--- config.mk ---
export PLATFORM = sky130hd
export DESIGN_NAME = pulpino_instr_fetch
export DESIGN_NICKNAME = d
export VERILOG_FILES = /design/src/rtl/pulpino_pkg.sv /design/src/rtl/pulpino_sync_fifo.sv /design/src/rtl/pulpino_instr_fetch.sv
export SDC_FILE = /design/constraint.sdc
export NUM_CORES = 2
export LEC_CHECK = 0
export ABC_AREA = 1
export BUFFER_PORTS_ARGS = -buffer_cell sky130_fd_sc_hd__buf_4
export CORE_ASPECT_RATIO = 0.5
export CORE_MARGIN = 2
export CORE_UTILIZATION = 45
export DETAILED_ROUTE_END_ITERATION = 16
export PLACE_DENSITY_LB_ADDON = 0.2
export REMOVE_ABC_BUFFERS = 1
export SLEW_MARGIN = 0
export SYNTH_ARGS = -nofsm -noshare
export SYNTH_HDL_FRONTEND = slang
export SYNTH_SLANG_ARGS = --single-unit
--- constraint.sdc ---
create_clock -name aclk -period 9.15 [get_ports aclk]
set_input_delay 0.4575 -clock aclk [delete_from_list [all_inputs] [get_ports aclk]]
set_output_delay 0.4575 -clock aclk [all_outputs]
set_load 0.005 [all_outputs]
--- src/rtl/pulpino_pkg.sv ---
// Shared types and constants for the PULPino instruction-fetch path.
package pulpino_pkg;

  localparam int AXI_4K_BYTES = 4096;

  typedef enum logic [2:0] {
    IDLE,
    ADDR,
    DATA,
    DRAIN,
    FIN
  } fetch_state_t;

  function automatic logic [31:0] min_u32(input logic [31:0] a, input logic [31:0] b);
    return (a < b) ? a : b;
  endfunction

endpackage

--- src/rtl/pulpino_sync_fifo.sv ---
// Single-clock show-ahead FIFO: dout_o always shows the oldest stored word.
module pulpino_sync_fifo #(
  parameter int WIDTH = 32,
  parameter int DEPTH = 32
) (
  input  logic                   clk_i,
  input  logic                   rst_i,
  input  logic                   push_i,
  input  logic [WIDTH-1:0]       din_i,
  input  logic                   pop_i,
  output logic [WIDTH-1:0]       dout_o,
  output logic                   full_o,
  output logic                   empty_o,
  output logic [$clog2(DEPTH):0] count_o
);

  localparam int AW = $clog2(DEPTH);

  logic [WIDTH-1:0] mem [DEPTH];
  logic [AW-1:0]    wr_ptr_q;
  logic [AW-1:0]    rd_ptr_q;
  logic [AW:0]      count_q;
  logic             do_push;
  logic             do_pop;

  assign full_o  = (count_q == (AW + 1)'(DEPTH));
  assign empty_o = (count_q == '0);
  assign count_o = count_q;
  assign dout_o  = mem[rd_ptr_q];

  // A pop frees a slot this cycle, so push at full is allowed alongside it.
  assign do_pop  = pop_i && !empty_o;
  assign do_push = push_i && (!full_o || do_pop);

  // Storage write.
  // NOTE: the array has no reset; only pointers and count define which entries are valid.
  always_ff @(posedge clk_i) begin
    if (do_push) begin
      mem[wr_ptr_q] <= din_i;
    end
  end

  // Pointer and occupancy tracking; simultaneous push and pop leave count unchanged.
  // NOTE: sequential state uses non-blocking assignments so every flop samples pre-edge values.
  always_ff @(posedge clk_i) begin
    if (rst_i) begin
      wr_ptr_q <= '0;
      rd_ptr_q <= '0;
      count_q  <= '0;
    end else begin
      if (do_push) wr_ptr_q <= wr_ptr_q + 1'b1;
      if (do_pop)  rd_ptr_q <= rd_ptr_q + 1'b1;
      if (do_push && !do_pop)      count_q <= count_q + 1'b1;
      else if (do_pop && !do_push) count_q <= count_q - 1'b1;
    end
  end

endmodule

--- src/rtl/pulpino_instr_fetch.sv ---
// AXI4 read master: fetches instr_num words in 4KB-safe bursts and streams them out.
module pulpino_instr_fetch #(
  parameter int C_M_AXI_ADDR_WIDTH = 64,
  parameter int C_M_AXI_DATA_WIDTH = 32,
  parameter int C_BURST_LEN        = 16,
  parameter int C_FIFO_DEPTH       = 32
) (
  input  logic                          aclk,
  input  logic                          areset,
  input  logic                          ap_start,
  input  logic [C_M_AXI_ADDR_WIDTH-1:0] ctrl_addr_offset,
  input  logic [31:0]                   instr_num,
  output logic                          ap_done,
  output logic                          busy,
  output logic                          rlast_err,
  output logic                          m_axi_arvalid,
  input  logic                          m_axi_arready,
  output logic [C_M_AXI_ADDR_WIDTH-1:0] m_axi_araddr,
  output logic [7:0]                    m_axi_arlen,
  input  logic                          m_axi_rvalid,
  output logic                          m_axi_rready,
  input  logic [C_M_AXI_DATA_WIDTH-1:0] m_axi_rdata,
  input  logic                          m_axi_rlast,
  output logic                          word_tvalid,
  input  logic                          word_tready,
  output logic [31:0]                   word_tdata,
  output logic                          word_tlast
);

  import pulpino_pkg::*;

  localparam int CNT_W = $clog2(C_FIFO_DEPTH) + 1;

  fetch_state_t                  state_q, state_d;
  logic [C_M_AXI_ADDR_WIDTH-1:0] addr_q;
  logic [31:0]                   words_left_q;
  logic [31:0]                   total_q;
  logic [31:0]                   word_idx_q;
  logic [31:0]                   len_q;
  logic [31:0]                   beat_q;
  logic                          busy_q;
  logic                          done_q;
  logic                          rlast_err_q;

  logic [12:0]      bytes_to_4k;
  logic [31:0]      words_to_4k;
  logic [31:0]      len_c;
  logic [31:0]      free_slots;
  logic             credit_ok;
  logic             start_acc;
  logic             ar_hs;
  logic             r_hs;
  logic             at_last_pos;
  logic             fifo_pop;
  logic             fifo_full;
  logic             fifo_empty;
  logic [CNT_W-1:0] fifo_count;
  logic [31:0]      fifo_dout;

  assign start_acc   = ap_start && (state_q == IDLE) && !busy_q;
  assign ar_hs       = m_axi_arvalid && m_axi_arready;
  assign r_hs        = m_axi_rvalid && m_axi_rready;
  assign at_last_pos = (beat_q == len_q - 32'd1);
  assign fifo_pop    = word_tvalid && word_tready;

  assign ap_done    = done_q;
  assign busy       = busy_q;
  assign rlast_err  = rlast_err_q;
  assign word_tdata = fifo_dout;
  assign word_tlast = word_tvalid && (word_idx_q == total_q - 32'd1);

  // Burst length (request/burst/4KB limits) and FIFO credit; no beats are in flight while in ADDR.
  // NOTE: every combinational output gets a value on every path, otherwise a latch is inferred.
  always_comb begin
    bytes_to_4k = 13'(AXI_4K_BYTES) - {1'b0, addr_q[11:0]};
    words_to_4k = 32'(bytes_to_4k) >> 2;
    len_c       = min_u32(min_u32(words_left_q, 32'(C_BURST_LEN)), words_to_4k);
    free_slots  = 32'(C_FIFO_DEPTH) - 32'(fifo_count);
    credit_ok   = !fifo_full && (free_slots >= len_c);
  end

  // FSM state register.
  always_ff @(posedge aclk) begin
    if (areset) state_q <= IDLE;
    else        state_q <= state_d;
  end

  // FSM next state; bursts are counted by beats, never by rlast.
  always_comb begin
    state_d = state_q;
    case (state_q)
      IDLE:    if (start_acc) state_d = (instr_num == 32'd0) ? FIN : ADDR;
      ADDR:    if (ar_hs) state_d = DATA;
      DATA:    if (r_hs && at_last_pos) state_d = (words_left_q != 32'd0) ? ADDR : DRAIN;
      DRAIN:   if (fifo_pop && word_tlast) state_d = FIN;
      FIN:     state_d = IDLE;
      default: state_d = IDLE;
    endcase
  end

  // FSM outputs; len and address only change on the AR handshake, so AR stays stable while waiting.
  always_comb begin
    m_axi_arvalid = (state_q == ADDR) && credit_ok;
    m_axi_araddr  = addr_q;
    m_axi_arlen   = 8'(len_c - 32'd1);
    m_axi_rready  = (state_q == DATA);
    word_tvalid   = !fifo_empty;
  end

  // Request bookkeeping, beat checking, output word index and handshake flags.
  always_ff @(posedge aclk) begin
    if (areset) begin
      addr_q       <= '0;
      words_left_q <= '0;
      total_q      <= '0;
      word_idx_q   <= '0;
      len_q        <= '0;
      beat_q       <= '0;
      busy_q       <= 1'b0;
      done_q       <= 1'b0;
      rlast_err_q  <= 1'b0;
    end else begin
      done_q <= (state_q == FIN);
      if (start_acc)   busy_q <= 1'b1;
      else if (done_q) busy_q <= 1'b0;

      if (start_acc) begin
        addr_q       <= ctrl_addr_offset;
        words_left_q <= instr_num;
        total_q      <= instr_num;
        word_idx_q   <= '0;
        rlast_err_q  <= 1'b0;
      end else begin
        if (ar_hs) begin
          addr_q       <= addr_q + C_M_AXI_ADDR_WIDTH'({len_c, 2'b00});
          words_left_q <= words_left_q - len_c;
          len_q        <= len_c;
          beat_q       <= '0;
        end
        if (r_hs) begin
          beat_q <= beat_q + 32'd1;
          if (m_axi_rlast != at_last_pos) rlast_err_q <= 1'b1;
        end
        if (fifo_pop) word_idx_q <= word_idx_q + 32'd1;
      end
    end
  end

  pulpino_sync_fifo #(
    .WIDTH(32),
    .DEPTH(C_FIFO_DEPTH)
  ) u_fifo (
    .clk_i  (aclk),
    .rst_i  (areset),
    .push_i (r_hs),
    .din_i  (m_axi_rdata[31:0]),
    .pop_i  (fifo_pop),
    .dout_o (fifo_dout),
    .full_o (fifo_full),
    .empty_o(fifo_empty),
    .count_o(fifo_count)
  );

endmodule
# ---- Yosys cells after proc, flatten, opt, wreduce, memory -nomap -nowiden
# Memories as Yosys holds them, arrays and structs flattened. A register that Yosys moved wholly into a read port is not among the register bits.
# Index checks and enable logic that the tools add are counted.
dict set report word_totals {
  register_bits 246
  memories 1
  mem_bits_ro 0
  ram_bits 1024
  wordCells 99
  inputBits 135
  latchBits 0
}
# memory depth width rd rd_ports_with_merged_regs wr line_no
set mem_list {}
lappend mem_list {u_fifo.mem 32 32 1 1 1 pulpino_sync_fifo.sv:19} ;# logic [WIDTH-1:0] mem [DEPTH];
dict set report op_classes {
  bitwise 1
  order_cmp 3
  mul 0
  shift 0
  n_addsub 13
  div_mod_pow 0
  n_eq_ne 12
  n_reduce_logical 33
  mux 23
}
# cell n
set op_table {}
lappend op_table {{$mux W32} 6}
lappend op_table {{$mux W64} 2}
lappend op_table {{$add A32 B1 Y32 const B} 2}
lappend op_table {{$add A64 B34 Y64} 1}
lappend op_table {{$eq A32 B32 Y1} 2}
lappend op_table {{$sub A32 B1 Y32 const B} 2}
lappend op_table {{$ge A32 B32 Y1} 1}
lappend op_table {{$logic_not A32 Y1} 1}
lappend op_table {{$lt A32 B11 Y1} 1}
lappend op_table {{$lt A32 B5 Y1 const B} 1}
lappend op_table {{$reduce_bool A32 Y1} 1}
lappend op_table {{$sub A32 B32 Y32} 1}
lappend op_table {{$mux W3} 5}
lappend op_table {{$logic_and A1 B1 Y1} 14}
lappend op_table {{$sub A13 B12 Y13 const A} 1}
lappend op_table {{$mux W6} 2}
lappend op_table {{$pmux W3 S4} 1}
lappend op_table {{$add A5 B1 Y5 const B} 2}
lappend op_table {{$mux W5} 2}
lappend op_table {{$reduce_bool A2 Y1} 4}
lappend op_table {{$sub A8 B1 Y8 const B} 1}
lappend op_table {{$sub A6 B6 Y7 const A} 1}
lappend op_table {{$add A6 B1 Y6 const B} 1}
lappend op_table {{$eq A3 B2 Y1 const B} 2}
lappend op_table {{other kinds (17)} 28}

# ---- Logic depth before layout (Yosys ltp)
dict set report logic_depth {
  ltp_word 10
  depth_mapped 49
}

# ---- Modules after synthesis
# From an unflattened synthesis, not the netlist that was laid out.
dict set report hier_totals {
  cells_unflattened 6505
  hier_area_um2 60954.7
}
# module cells_per_inst instances area_each_um2 seq_area_each_um2
set modules_own_cells {}
lappend modules_own_cells {pulpino_sync_fifo 3639 1 42881.1 31169.9}
lappend modules_own_cells {pulpino_instr_fetch 2866 1 18073.6 4604.4}

# ---- Worst setup path before layout
# OpenSTA, ideal clock, no wires.
dict set report synth_path {
  path_type {reg-to-reg}
  startpoint {register addr_q[0] (netlist: m_axi_araddr[0])}
  endpoint {register addr_q[46] (netlist: m_axi_araddr[46])}
  path_slack_ns 3.535
  path_buffers 0
  period_less_slack_ns 5.615
  stages_incl_launch_ff 47
  t_arrival_ns 5.545
  cell_sequence {dfxtp_1 nor2_1 nand2_1 inv_1 nand2_1 nor2_1 inv_1 nor2_1 inv_1 nor2_1 inv_1 nor2_1 inv_1 nor2_1 inv_1 nor2_1 inv_1 nor2_1 [... 11 more ...] fa_1 nand3b_1 nand2_1 a21oi_1 o21ai_1 a21boi_1 o21ai_1 a21oi_1 o21bai_1 a21oi_1 o21ai_1 nand2_1 nor2_1 or2_2 nand3_1 nand2_1 nand2_1 a21oi_1}
}
dict set report synth_via {
  elab_chain_cells 8
  word_cells_on_any_way 11
}
# element line_no
set synth_rtl {}
lappend synth_rtl {{start, declared} pulpino_instr_fetch.sv:35} ;# logic [C_M_AXI_ADDR_WIDTH-1:0] addr_q;
lappend synth_rtl {{start signal, assigned} pulpino_instr_fetch.sv:128} ;# addr_q <= ctrl_addr_offset;
lappend synth_rtl {{start signal, assigned} pulpino_instr_fetch.sv:135} ;# addr_q <= addr_q + C_M_AXI_ADDR_WIDTH'({len_c, 2'b00});
lappend synth_rtl {{$sub A13 B12 Y13 (*)} pulpino_instr_fetch.sv:75} ;# bytes_to_4k = 13'(AXI_4K_BYTES) - {1'b0, addr_q[11:0]};
lappend synth_rtl {{$lt A32 B11 Y1} pulpino_pkg.sv:15} ;# return (a < b) ? a : b;
lappend synth_rtl {{$mux W32 (*)} pulpino_pkg.sv:15}
lappend synth_rtl {{net len_c[0]} pulpino_instr_fetch.sv:47} ;# logic [31:0] len_c;
lappend synth_rtl {{branches (longest 5 deep; another with $add A64 B34 Y64)} --}
# Mark *: on every way through the listed nets, which the timed path passes. The select of a mux whose other input is x is not followed.
# A chain may end at the register's enable or synchronous reset.

# ---- Worst setup path in the final report
dict set report layout_path {
  startpoint {register addr_q[0] (netlist: m_axi_araddr[0])}
  endpoint {register addr_q[42] (netlist: m_axi_araddr[42])}
}
# Same word-level chain as after synthesis.

==> results.sh <==
export IMPL_slew_limit_headroom_pct=19.2
export IMPL_unrepaired_setup_endpoints_after_global_routing="false"
export IMPL_gp_routability_congestion=0.923
export IMPL_dp_hpwl_um=94200
export IMPL_drt_total_wl_um=167000
export IMPL_yosysUniqueCellTypes=61
export IMPL_syn_area_um2=57900
export IMPL_post_dr_wirelength_cell_um=22.0
export IMPL_ioPinCount=246
export IMPL_post_route_period_util_pct=76.7
export IMPL_path_clk_slew_ps=70
export IMPL_synth_edf_count=1024
export IMPL_synth_yosys_seq_area_share_pct=61.7
export IMPL_holdBufCountCts=3
export IMPL_hp_class="primary input to flip-flop"
export IMPL_min_period_ps=7010
export IMPL_crit_top_cell="sky130_fd_sc_hd__nand2_1"
export IMPL_p_leak_nw=23.0
export IMPL_die_width_um=511
export IMPL_sort_of_element_at_the_start_of_the_critical_path="flip-flop"
export IMPL_synth_area_per_inst_um2=10.4
export IMPL_initialDrtViolationCount=4772
export IMPL_antenna_found_initial=4
export IMPL_dominant_combinational_cell_family_by_area_after_synthesis="compound AO/OA/AOI/OAI gates"
export IMPL_n_fill_cell=11400
export IMPL_dominantRegCellSynth="sky130_fd_sc_hd__edfxtp_1"
export IMPL_post_cts_resize_count=0
export IMPL_grt_pass1_vias=41300
export IMPL_finalHoldViolations=0
export IMPL_postCtsSetupBuffers=0
export IMPL_power_density_nw_per_um2=279
export IMPL_cts_max_level=3
export IMPL_io_buffer_count=245
export IMPL_antenna_violating_nets_post_route=0
export IMPL_critical_path_reg2reg_endpoint="m_axi_araddr[42]"
export IMPL_fin_area_um2=65500
export IMPL_start_util_pct=45.2
export IMPL_core_area_um2=128000
export IMPL_via_count=43700
export IMPL_xor_xnor_share_of_the_synthesized_area_pct=3.08
export IMPL_synthAdderAreaFrac_pct=2.67
export IMPL_max_cap_viol_count=0
export IMPL_path_class="flip-flop to flip-flop"
export IMPL_timing_reg2reg_worst_path_depth=45
export IMPL_die_area_um2=132000
export IMPL_clock_root_buffer="sky130_fd_sc_hd__clkbuf_16"
export IMPL_tritoncts_num_buffers=114
export IMPL_die_h_um=258
export IMPL_critical_path_arrival_ps=7630
export IMPL_max_freq_mhz=143
export IMPL_endpoint_required_time_on_the_critical_path_ps=9770
export IMPL_clk_insertion_delay_late_ps=750
export IMPL_area_sequential_um2=35800
export IMPL_row_count=93
export IMPL_synthesized_flop_and_latch_total=1275
export IMPL_ys_warn_count=0
export IMPL_worst_path_max_delay_cell="sky130_fd_sc_hd__inv_2"
export IMPL_grt_pass1_wl_um=251000
export IMPL_place_area_um2=61700
export IMPL_endpoint_worst_hold="m_axi_araddr[62]"
export IMPL_cts_tree="built"
export IMPL_detail_route_drc_violations=0
export IMPL_finalSetupViolCount=0
export IMPL_worst_path_largest_cell_delay_ps=820
export IMPL_final_total_pwr_mw=18.2
export IMPL_clock_skew_ps=71.7
export IMPL_cp_end_kind="flip-flop"
export IMPL_r2r_setup_slack_ps=2140
export IMPL_clock_sinks=1275
export IMPL_maximum_number_of_pins_on_one_net_before_global_route_repair=227
export IMPL_r2r_path_start="m_axi_araddr[0]"
export IMPL_multi_input_combinational_cell_area_um2=20200
export IMPL_clockBufferDepth=3
export IMPL_vdd_drop_max_mv=0.235
export IMPL_route_detailed_vias_per_inst=5.75
export IMPL_whs_path_depth=5
export IMPL_first_pass_iters=6
export IMPL_yosys_area_share_simple_pct=14.1
export IMPL_worst_path_max_fanout=48
export IMPL_post_synth_inst_count=5597
export IMPL_synth_compound_gate_area_share_pct=14.2
export IMPL_groute_usage_overall_pct=24.6
export IMPL_areaGrowthSynthToFinish_pct=13.0
export IMPL_drive_gt1_share_pct=9.94
export IMPL_report_final_slew_viol_count=0
export IMPL_worstHoldStart="ctrl_addr_offset[62]"
export IMPL_synth_mux_area_share_pct=0
export IMPL_final_net_count=6045
export IMPL_grt_overflow_total=0
export IMPL_max_slew_worst_pin_slew_ps=1210
export IMPL_synth_async_reset_ratio_pct=0
export IMPL_run_status="finished clean"
==> state kept, by name, summed over array words and instances (netlist names), named ones only <==
name and cells:
len_q 32, u_fifo.mem 1024, beat_q 32, word_idx_q 32
words_left_q 32, u_fifo.wr_ptr_q 5, total_q 32, u_fifo.rd_ptr_q 5
u_fifo.count_o 6, state_q 3, ap_done 1, m_axi_araddr 64
rlast_err 1, busy 1
==> worst max-delay path, delay by kind of cell (launching register included) <==
kind	cells	cell delay, ps
buffers and inverters	12	2080
AO/OA/AOI/OAI	4	1030
flip-flops	1	320
adder cells (fa/ha/maj)	2	630
AND/OR/NAND/NOR	27	2750
==> layer usage <==
metal / track usage, % / share of wire (%)
met1: 33.8 / 43
met5: 0 / 0
met3: 3.88 / 7.5
met4: 7.13 / 2.5
met2: 40.5 / 47
==> where the power goes <==
| group | leakage (nW) | switching, mW | internal, mW |
|---|---|---|---|
| clock network | 1.83 | 2.23 | 2.63 |
| registers | 11.2 | 0.270 | 6.46 |
| logic | 9.89 | 4.33 | 2.32 |
==> how the worst max path moves through the flow <==
stage | from | to | slack [ps] | cells past startpoint
floorplan | flip-flop | word_tdata[31] | -9810 | 7
global placement | m_axi_araddr[0] | m_axi_araddr[42] | 2130 | 45
detailed placement | m_axi_araddr[0] | m_axi_araddr[54] | 2120 | 45
CTS | m_axi_araddr[0] | m_axi_araddr[42] | 2060 | 45
global route | m_axi_araddr[0] | m_axi_araddr[29] | 1060 | 45
finish | m_axi_araddr[0] | m_axi_araddr[42] | 2140 | 45
==> cell usage in the layout, fill, tap and decap left out, types with 84 or more instances in the layout <==
cell and instances:
sky130_fd_sc_hd__edfxtp_1 1024, sky130_fd_sc_hd__nor2_1 852, sky130_fd_sc_hd__o21ai_0 716, sky130_fd_sc_hd__nand2_1 695, sky130_fd_sc_hd__inv_1 305, sky130_fd_sc_hd__buf_4 303
sky130_fd_sc_hd__a21oi_1 272, sky130_fd_sc_hd__dfxtp_1 247, sky130_fd_sc_hd__o221ai_1 195, sky130_fd_sc_hd__nand3_1 165, sky130_fd_sc_hd__xor2_1 124, sky130_fd_sc_hd__ha_1 119
sky130_fd_sc_hd__clkbuf_16 114, sky130_fd_sc_hd__o22ai_1 84
==> layout make-up <==
class / instances / share of cell area, %
flip-flops and latches: 1275 / 54.7
clock buffers: 133 / 4.56
well taps: 1710 / 3.27
diodes: 4 / 0.0153
repair buffers: 309 / 3.60
clock inverters: 79 / 1.15
multi-input cells: 3772 / 30.9
inverters: 316 / 1.84
==> cells by family (layout without fill, tap and decap cells) <==
| group | count (synthesis) | in the layout |
|---|---|---|
| flip-flops | 1275 | 1275 |
| AND/OR/NAND/NOR | 1970 | 1970 |
| other | 2 | 72 |
| AO/OA/AOI/OAI | 1408 | 1408 |
| buffers and inverters | 616 | 837 |
| XOR/XNOR | 204 | 204 |
| adder cells (fa/ha/maj) | 122 | 122 |
==> cell usage after synthesis (10+ instances only) <==
| cell type | n | area [um^2] |
|---|---|---|
| sky130_fd_sc_hd__a32oi_1 | 28 | 245 |
| sky130_fd_sc_hd__a21oi_1 | 272 | 1360 |
| sky130_fd_sc_hd__nor2_1 | 882 | 3310 |
| sky130_fd_sc_hd__buf_6 | 13 | 146 |
| sky130_fd_sc_hd__o21ai_0 | 716 | 3580 |
| sky130_fd_sc_hd__nand3_1 | 165 | 826 |
| sky130_fd_sc_hd__nor4_1 | 31 | 194 |
| sky130_fd_sc_hd__clkbuf_1 | 266 | 998 |
| sky130_fd_sc_hd__nand2_1 | 695 | 2610 |
| sky130_fd_sc_hd__xnor2_1 | 80 | 701 |
| sky130_fd_sc_hd__or2_2 | 19 | 119 |
| sky130_fd_sc_hd__a31oi_1 | 49 | 307 |
| sky130_fd_sc_hd__ha_1 | 119 | 1490 |
| sky130_fd_sc_hd__edfxtp_1 | 1024 | 30700 |
| sky130_fd_sc_hd__o21ai_1 | 10 | 50.1 |
| sky130_fd_sc_hd__xor2_1 | 124 | 1090 |
| sky130_fd_sc_hd__buf_2 | 12 | 60.1 |
| sky130_fd_sc_hd__inv_1 | 309 | 1160 |
| sky130_fd_sc_hd__nand4_1 | 52 | 325 |
| sky130_fd_sc_hd__o221ai_1 | 195 | 1710 |
| sky130_fd_sc_hd__nor3_1 | 70 | 350 |
| sky130_fd_sc_hd__dfxtp_1 | 251 | 5020 |
| sky130_fd_sc_hd__o22ai_1 | 84 | 526 |
| sky130_fd_sc_hd__nor2_2 | 11 | 68.8 |
==> per-stage QoR <==
stage	cells	worst slack, ps	utilization [%]	hold WS, ps	TNS (ps)
global route	7598	1060	51.0	67.5	0
global placement	7379	2130	48.1	447	0
floorplan	5363	-9810	-	431	-975950
detailed placement	7379	2120	48.1	451	0
CTS	7594	2060	51.0	9.44	0
finish	7598	2140	51.0	74.8	0
Note: power is estimated with default switching activity, not from simulation.
